$ cat src/rtl/instr_cache_if.sv
// Fetch-side and refill-side signals of the instruction cache.
// The slave modport is the cache's view; master is the fetch stage plus backing memory.
interface instr_cache_if;
   logic [31:0] pc;
   logic        fetch_en;
   logic [31:0] instr;
   logic        icache_stall;
   logic        mem_req;
   logic [31:0] mem_addr;
   logic [31:0] mem_rdata;
   logic        mem_rvalid;

   modport slave (
      input  pc, fetch_en, mem_rdata, mem_rvalid,
      output instr, icache_stall, mem_req, mem_addr
   );

   modport master (
      output pc, fetch_en, mem_rdata, mem_rvalid,
      input  instr, icache_stall, mem_req, mem_addr
   );
endinterface

$ cat src/rtl/instr_cache.sv
// Direct-mapped read-only instruction cache with combinational hit path,
// beat-by-beat line refill, global invalidate and saturating hit/miss counters.
module instr_cache #(
   parameter int unsigned LINES          = 16,
   parameter int unsigned WORDS_PER_LINE = 4
) (
   input  logic           clk,
   input  logic           reset,
   instr_cache_if.slave   bus,
   input  logic           invalidate,
   output logic [31:0]    hit_count,
   output logic [31:0]    miss_count
);

   localparam int unsigned OFF_W   = $clog2(WORDS_PER_LINE);
   localparam int unsigned IDX_W   = $clog2(LINES);
   localparam int unsigned LSB_IDX = 2 + OFF_W;
   localparam int unsigned LSB_TAG = LSB_IDX + IDX_W;
   localparam int unsigned TAG_W   = 32 - LSB_TAG;
   localparam int unsigned LAST_BEAT = WORDS_PER_LINE - 1;

   typedef enum logic [1:0] {
      IDLE   = 2'd0,
      REFILL = 2'd1,
      UPDATE = 2'd2
   } state_t;

   state_t state, state_next;

   logic [31:0]      data_mem [LINES][WORDS_PER_LINE];
   logic [TAG_W-1:0] tag_mem  [LINES];
   logic [LINES-1:0] valid;

   logic [OFF_W-1:0] beat;
   logic [IDX_W-1:0] line_index;
   logic [TAG_W-1:0] line_tag;

   logic [OFF_W-1:0] offset;
   logic [IDX_W-1:0] index;
   logic [TAG_W-1:0] tag;
   logic             hit;
   logic             miss;
   logic             beat_wr;

   // Byte-lane bits of the fetch address carry no information for a word cache.
   logic unused_pc_bits;
   assign unused_pc_bits = ^bus.pc[1:0];

   assign offset  = bus.pc[LSB_IDX-1:2];
   assign index   = bus.pc[LSB_TAG-1:LSB_IDX];
   assign tag     = bus.pc[31:LSB_TAG];
   assign beat_wr = (state == REFILL) && bus.mem_rvalid;

   // State register.
   always_ff @(posedge clk) begin
      if (reset) state <= IDLE;
      else       state <= state_next;
   end

   // Lookup, stall and next-state decode.
   always_comb begin
      state_next       = state;
      bus.instr        = '0;
      bus.icache_stall = 1'b0;
      hit              = 1'b0;
      miss             = 1'b0;
      case (state)
         IDLE: begin
            if (bus.fetch_en) begin
               if (valid[index] && (tag_mem[index] == tag)) begin
                  hit       = 1'b1;
                  bus.instr = data_mem[index][offset];
               end else begin
                  miss             = 1'b1;
                  bus.icache_stall = 1'b1;
                  state_next       = REFILL;
               end
            end
         end
         REFILL: begin
            bus.icache_stall = 1'b1;
            if (bus.mem_rvalid && (beat == OFF_W'(LAST_BEAT))) state_next = UPDATE;
         end
         UPDATE: begin
            bus.icache_stall = 1'b1;
            state_next       = IDLE;
         end
         default: state_next = IDLE;
      endcase
   end

   // Refill control, valid bits and counters.
   always_ff @(posedge clk) begin
      if (reset) begin
         valid        <= '0;
         beat         <= '0;
         line_index   <= '0;
         line_tag     <= '0;
         bus.mem_req  <= 1'b0;
         bus.mem_addr <= '0;
         hit_count    <= '0;
         miss_count   <= '0;
      end else begin
         bus.mem_req <= (state_next == REFILL);

         if (miss) begin
            bus.mem_addr <= {bus.pc[31:LSB_IDX], LSB_IDX'(0)};
            line_index   <= index;
            line_tag     <= tag;
            beat         <= '0;
         end else if (beat_wr) begin
            beat <= beat + OFF_W'(1);
         end

         // Invalidate outranks the UPDATE install; the victim line is dropped at miss time.
         if (invalidate)           valid             <= '0;
         else if (state == UPDATE) valid[line_index] <= 1'b1;
         else if (miss)            valid[index]      <= 1'b0;

         if (hit && (hit_count != '1))   hit_count  <= hit_count + 32'd1;
         if (miss && (miss_count != '1)) miss_count <= miss_count + 32'd1;
      end
   end

   // Line storage; contents are qualified by valid so no reset is needed.
   always_ff @(posedge clk) begin
      if (!reset && beat_wr)           data_mem[line_index][beat] <= bus.mem_rdata;
      if (!reset && (state == UPDATE)) tag_mem[line_index]        <= line_tag;
   end

endmodule

$ cat src/flat_wrapper.sv
// flat-port wrapper written by rule: the top's interface ports become plain ports
module instr_cache_flat 
#(
   parameter int unsigned LINES          = 16,
   parameter int unsigned WORDS_PER_LINE = 4
)
  (clk, reset, invalidate, hit_count, miss_count, bus_pc, bus_fetch_en, bus_mem_rdata, bus_mem_rvalid, bus_instr, bus_icache_stall, bus_mem_req, bus_mem_addr);
  instr_cache_if bus_i ();
  input  logic clk;
  input  logic reset;
  input  logic invalidate;
  output logic [31:0] hit_count;
  output logic [31:0] miss_count;
  input wire logic [$bits(bus_i.pc)-1:0] bus_pc;
  input wire logic [$bits(bus_i.fetch_en)-1:0] bus_fetch_en;
  input wire logic [$bits(bus_i.mem_rdata)-1:0] bus_mem_rdata;
  input wire logic [$bits(bus_i.mem_rvalid)-1:0] bus_mem_rvalid;
  output wire logic [$bits(bus_i.instr)-1:0] bus_instr;
  output wire logic [$bits(bus_i.icache_stall)-1:0] bus_icache_stall;
  output wire logic [$bits(bus_i.mem_req)-1:0] bus_mem_req;
  output wire logic [$bits(bus_i.mem_addr)-1:0] bus_mem_addr;
  assign bus_i.pc = bus_pc;
  assign bus_i.fetch_en = bus_fetch_en;
  assign bus_i.mem_rdata = bus_mem_rdata;
  assign bus_i.mem_rvalid = bus_mem_rvalid;
  assign bus_instr = bus_i.instr;
  assign bus_icache_stall = bus_i.icache_stall;
  assign bus_mem_req = bus_i.mem_req;
  assign bus_mem_addr = bus_i.mem_addr;
  instr_cache #(.LINES(LINES), .WORDS_PER_LINE(WORDS_PER_LINE)) u_core (.clk(clk), .reset(reset), .bus(bus_i), .invalidate(invalidate), .hit_count(hit_count), .miss_count(miss_count));
endmodule
$ cat config.mk
export PLATFORM = sky130hd
export DESIGN_NAME = instr_cache_flat
export DESIGN_NICKNAME = d
export VERILOG_FILES = /design/src/rtl/instr_cache_if.sv /design/src/rtl/instr_cache.sv /design/src/flat_wrapper.sv
export SDC_FILE = /design/constraint.sdc
export NUM_CORES = 2
export LEC_CHECK = 0
export CAP_MARGIN = 20
export CORE_MARGIN = 4
export CORE_UTILIZATION = 48
export CTS_CLUSTER_DIAMETER = 80
export DETAILED_ROUTE_END_ITERATION = 6
export GPL_TIMING_DRIVEN = 1
export PLACE_DENSITY = 0.75
export SLEW_MARGIN = 20
export SYNTH_ARGS = -nofsm -noshare
export SYNTH_HDL_FRONTEND = slang
export SYNTH_SLANG_ARGS = --single-unit
$ cat constraint.sdc
create_clock -name clk -period 13 [get_ports clk]
set_input_delay 2.6 -clock clk [delete_from_list [all_inputs] [get_ports clk]]
set_output_delay 2.6 -clock clk [all_outputs]
set_load 0.02 [all_outputs]
# --- Word-level counts from Yosys, hierarchy flattened ---
# Memories as Yosys holds them, arrays and structs flattened.
# Index checks and enable logic that the tools add are counted.
op_classes:
  mux: 31
  n_eq_ne: 7
  addsub: 3
  bitwise: 5
  n_lt_le_gt_ge: 7
  n_reduce_logical: 16
op_table:
  columns: ["cell", "count"]
  rows:
  - ["2-to-1 mux 32 bit", 6]
  - ["2-to-1 mux 128 bit", 1]
  - ["adder 32 x 1 -> 32 bit (second input constant)", 2]
  - ["binary-select mux 32 bit (select 2 bit)", 1]
  - ["demux 32 bit (select 2 bit)", 1]
  - ["inequality test 32 bit (second input constant)", 2]
  - ["2-to-1 mux 16 bit", 2]
  - ["equality test 24 bit", 1]
  - ["AND 16 bit", 1]
  - ["inverter 16 bit", 1]
  - ["bitwise OR 16 bit", 1]
  - ["2-to-1 mux 1 bit", 12]
  - ["logical AND 1 bit", 10]
  - ["less-than comparator 4 x 5 -> 1 bit (second input constant)", 2]
  - ["demux 1 bit (select 4 bit)", 2]
  - [">= comparator 4 x 1 -> 1 bit (second input constant)", 2]
  - [">= comparator 3 bit (second input constant)", 2]
  - ["2-to-1 mux 2 bit", 3]
  - ["inverter 2 -> 3 bit", 2]
  - ["OR reduction 2 bit", 3]
  - ["binary-select mux 1 bit (select 4 bit)", 1]
  - ["equality test 2 x 1 -> 1 bit (second input constant)", 2]
  - ["equality test 2 bit (second input constant)", 2]
  - ["case mux 2 bit (2 select lines)", 1]
  - ["6 further kinds", 6]
totals:
  reg_bits: 141
  mem_bits_rw: 2432
  in_bits: 69
  out_inout_bits: 130
  memories: 2
mem_list:
  columns: ["memory", "depth", "word_bits", "rd", "rd_ports_with_merged_regs", "write_ports", "line_no", "text"]
  rows:
  - ["u_core.data_mem", 16, 128, 1, 0, 1, "instr_cache.sv:30", "logic [31:0] data_mem [LINES][WORDS_PER_LINE];"]
  - ["u_core.tag_mem", 16, 24, 1, 0, 1, "instr_cache.sv:31", "logic [TAG_W-1:0] tag_mem [LINES];"]

# --- Logic depth before layout (Yosys ltp) ---
depth:
  word_depth: 8
  depth_mapped: 15

# --- Worst setup path before layout ---
# OpenSTA, ideal clock, no wires.
synth_path:
  path_kind: "in2out"
  start: "in bus_pc[4]"
  end: "out bus_instr[0]"
  arrival_ns: 5.902
  n_path_buf: 6
  setup_slack_ns: 4.498
  cell_stages: 10
  path_cell_list: "buf_2 -> buf_6 -> buf_2 -> clkbuf_1 -> clkbuf_1 -> buf_1 -> mux4_2 -> mux4_2 -> mux4_2 -> nor2b_1"
synth_between:
  elab_chain_cells: 7
synth_rtl:
  columns: ["item", "line_no", "text"]
  rows:
  - ["from (decl)", "flat_wrapper.sv:14", "input wire logic [$bits(bus_i.pc)-1:0] bus_pc;"]
  - ["memory (16 x 128 bit)", null, null]
  - ["binary-select mux 32 bit (select 2 bit)", "instr_cache.sv:72", "bus.instr = data_mem[index][offset];"]
  - ["2-to-1 mux 32 bit (not written as such) (2 in series)", "instr_cache.sv:72", null]
  - ["2-to-1 mux 32 bit (*)", "instr_cache.sv:70", "if (valid[index] && (tag_mem[index] == tag)) begin"]
  - ["2-to-1 mux 32 bit (*)", "instr_cache.sv:69", "if (bus.fetch_en) begin"]
  - ["2-to-1 mux 32 bit (*)", "instr_cache.sv:67", "case (state)"]
  - ["to (decl)", "flat_wrapper.sv:18", "output wire logic [$bits(bus_i.instr)-1:0] bus_instr;"]
# Every way passes the cells marked *; elsewhere a longest branch is shown, timed or not. The select of a mux whose other input is x is not followed.

# --- Worst setup path after layout ---
layout_path:
  start: "in bus_pc[4]"
  end: "out bus_instr[23]"
# Same word-level chain as after synthesis.

==> impl_metrics.py <==
metrics = {
    "cts": {
        "numCtsBuffers": 238,
        "cts_buffer_depth": 3,
        "tritoncts": "done",
        "cts_resized": 0,
        "cts.clk_slew.worst_paths_ps": 60,
        "post_cts_buffers": 0,
        "ctsHoldBuffers": 0,
        "h-tree-depth": 4,
        "cts_root_buffer": "clkbuf_16",
        "cts_sinks": 2545,
        "clk_latency_ps": 880,
    },
    "drt": {
        "drc_errors": 0,
        "dr.pass1.iters": 5,
        "vias": 49000,
        "drtIter0Drc": 7017,
        "detail-route-antenna-nets": 0,
        "drt-wirelength-per-cell_um": 32.9,
        "viasPerCell": 6.45,
        "wl_um": 250000,
    },
    "logic_synthesis": {
        "ys_seq_elements": 2545,
        "ys_seq_area_share_pct": 76.2,
        "yosysWarningCount": 0,
        "synthTopCellsByArea": "edfxtp_1 74%, mux4_2 17%, dfxtp_1 2.3%",
        "synthCells": 4390,
        "synth-edff-count": 2432,
        "syn-cell-area_um2": 98800,
        "avgSynthCellArea_um2": 22.5,
        "yosysTopAreaCell": "edfxtp_1",
        "synth_top_area_share_pct": 73.9,
        "synth_ff_type": "edfxtp_1",
        "synth_cell_types": 72,
        "synthArstFlopShare_pct": 0,
    },
    "placement": {
        "portBuffers": 192,
        "dp_hpwl_um": 130000,
        "gp_congestion": 0.822,
        "place_ws_ps": 3040,
    },
    "sta": {
        "worst_pin_slew_ps": 1160,
        "fmax_mhz": 101,
        "setup_tns_ps": 0,
        "slew_violations": 0,
        "final-hold-violation-count": 0,
        "setup_viol": 0,
        "fin_skew_ps": 81.8,
        "period_needed_ps": 9900,
        "slew_headroom_pct": 22.8,
        "post-route-period-util_pct": 76.1,
        "timing.final.ws_setup_ps": 3100,
        "grt_setup_unrepaired": "no",
    },
    "worst_setup_path": {
        "worstPathMaxFanout": 72,
        "slowest_stage": "buf_4",
        "worstSetupPathType": "input pin to output port",
        "slowest_delay_ps": 800,
        "path_cells": "buf_8 -> buf_4 -> buf_4 -> mux4_2 -> mux4_2 -> mux4_2 -> nor2b_1 -> clkdlybuf4s50_1",
        "worstSetupStartpointType": "input pin",
        "path_common_cell": "mux4_2",
        "critPathRequiredTime_ps": 10400,
        "critPathCaptureType": "output port",
        "arrival_ps": 7300,
    },
    "final_layout": {
        "nets": 4773,
        "layout-drive-gt1-share_pct": 28.1,
        "fillers": 14500,
        "layout_common_cells": "2432 x edfxtp_1, 756 x mux4_2, 242 x clkbuf_16",
        "area_growth_pct": 14.1,
        "layout_commonest_cell": "edfxtp_1",
    },
    "floorplan": {
        "rows": 166,
        "die_w_um": 462,
        "die_h_um": 462,
        "core_um2": 205000,
        "dieArea_um2": 213000,
        "start_util_pct": 48.3,
        "ios": 199,
    },
    "run_status": {
        "status": "completed",
    },
    "global_route": {
        "grt_util_all_layers_pct": 23.6,
        "grt_start_max_net_pins": 128,
        "grt_first_pass_wirelength_um": 360000,
        "antenna_found_initial": 22,
        "first_global_vias": 50000,
        "grt_overflow": 0,
    },
    "min_path": {
        "min_path_type": "flip-flop to flip-flop",
    },
    "power_and_ir_drop": {
        "p_per_area_nw_per_um2": 150,
        "leakagePower_uw": 0.0346,
        "ir_drop_mv": 0.141,
    },
    "job": {
        "maxCapViolations": 0,
    },
}
[logic make-up after synthesis]
group | synth area share [%]
buffers and inverters | 1.19
adders and majority gates | 0.127
muxes | 18.4
xor gates and xnor gates | 0.231
AOI/OAI and AO/OA | 1.46
other | 0.00380
DFF | 76.2
and+or+nand+nor | 2.36
[cell type report]
class	count	area (um^2)	area share (%)
Timing Repair Buffer	307	3000	2.66
Multi-Input combinational cell	1571	22900	20.3
Tap cell	2688	3360	2.98
Inverter	31	124	0.110
Clock inverter	156	1710	1.52
Sequential cell	2545	75300	66.8
Clock buffer	288	6260	5.55
Antenna cell	10	25.0	0.0222
[path summary, 6_finish.rpt]
kind                                                      start                            endpoint  slack (ps)  cells past startpoint
worst max-delay path                                  bus_pc[4]                       bus_instr[23]        3100                      8
worst min-delay path              u_core.valid[12]$_SDFFE_PP0P_       u_core.valid[12]$_SDFFE_PP0P_         480                      2
worst max register to register  u_core.tag_mem[14][4]$_DFFE_PP_  u_core.miss_count[14]$_SDFFE_PP0P_        8790                      9
worst min register to register    u_core.valid[12]$_SDFFE_PP0P_       u_core.valid[12]$_SDFFE_PP0P_         480                      2
[state kept, by name, indices dropped and copies added, names as in the netlist]
register             flops
u_core.valid            16
u_core.miss_count       32
u_core.tag_mem         384
u_core.bus.mem_addr      2
u_core.hit_count        32
u_core.bus.mem_req       1
u_core.state             2
u_core.line_tag         23
u_core.beat              2
u_core.line_index        3
u_core.data_mem       2048
[through the flow]
stage / hold slack [ps] / total power, uW / instances / area, um^2 / utilization (%)
after detailed placement: 463 / 9960 / 7137 / 105000 / 51.1
final: 479 / 16900 / 7596 / 113000 / 55.1
after floorplan: 432 / 9640 / 4393 / 98800 / -
after global placement: 451 / 9940 / 7130 / 104000 / 51.0
after global routing: 488 / 17400 / 7590 / 113000 / 55.1
after CTS: 472 / 16900 / 7581 / 112000 / 55.0
[Yosys cell counts (all sizes together) (5+ instances only)]
library cell / number
nor3: 12
and3: 11
edfxtp: 2432
buf: 96
clkbuf: 150
a41oi: 6
o31ai: 30
a22oi: 17
a31oi: 8
o21ai: 24
nand3: 51
xnor2: 18
inv: 31
mux4: 756
a211oi: 18
nand4: 24
dfxtp: 113
nor4: 13
and2: 11
or3: 10
o22ai: 10
a22o: 5
or4: 28
a2111oi: 6
a21oi: 54
ha: 10
nand2: 57
mux2: 13
xor2: 8
or2: 5
nor2b: 56
nand4b: 6
nor2: 153
mux2i: 99
[report_power, final]
group          switching, uW  internal, uW  leakage, uW
combinational            464           320      0.00794
clock                   3060          4010      0.00388
sequential              27.5          8990       0.0228
[layer usage]
metal	routed length (um)	track usage (%)	vias to the layer above
met2	125000	38.7	3189
met4	7110	7.02	6
met3	27800	6.18	451
met5	30	0	-
met1	89800	31.4	26000
li1	-	-	19300
[worst max-delay path: cells and delay by family]
kind,cells,cell delay [ps]
buffers and inverters,4,2590
muxes,3,1760
and+or+nand+nor,1,160
No activity file was read; power rests on OpenSTA's default activity.
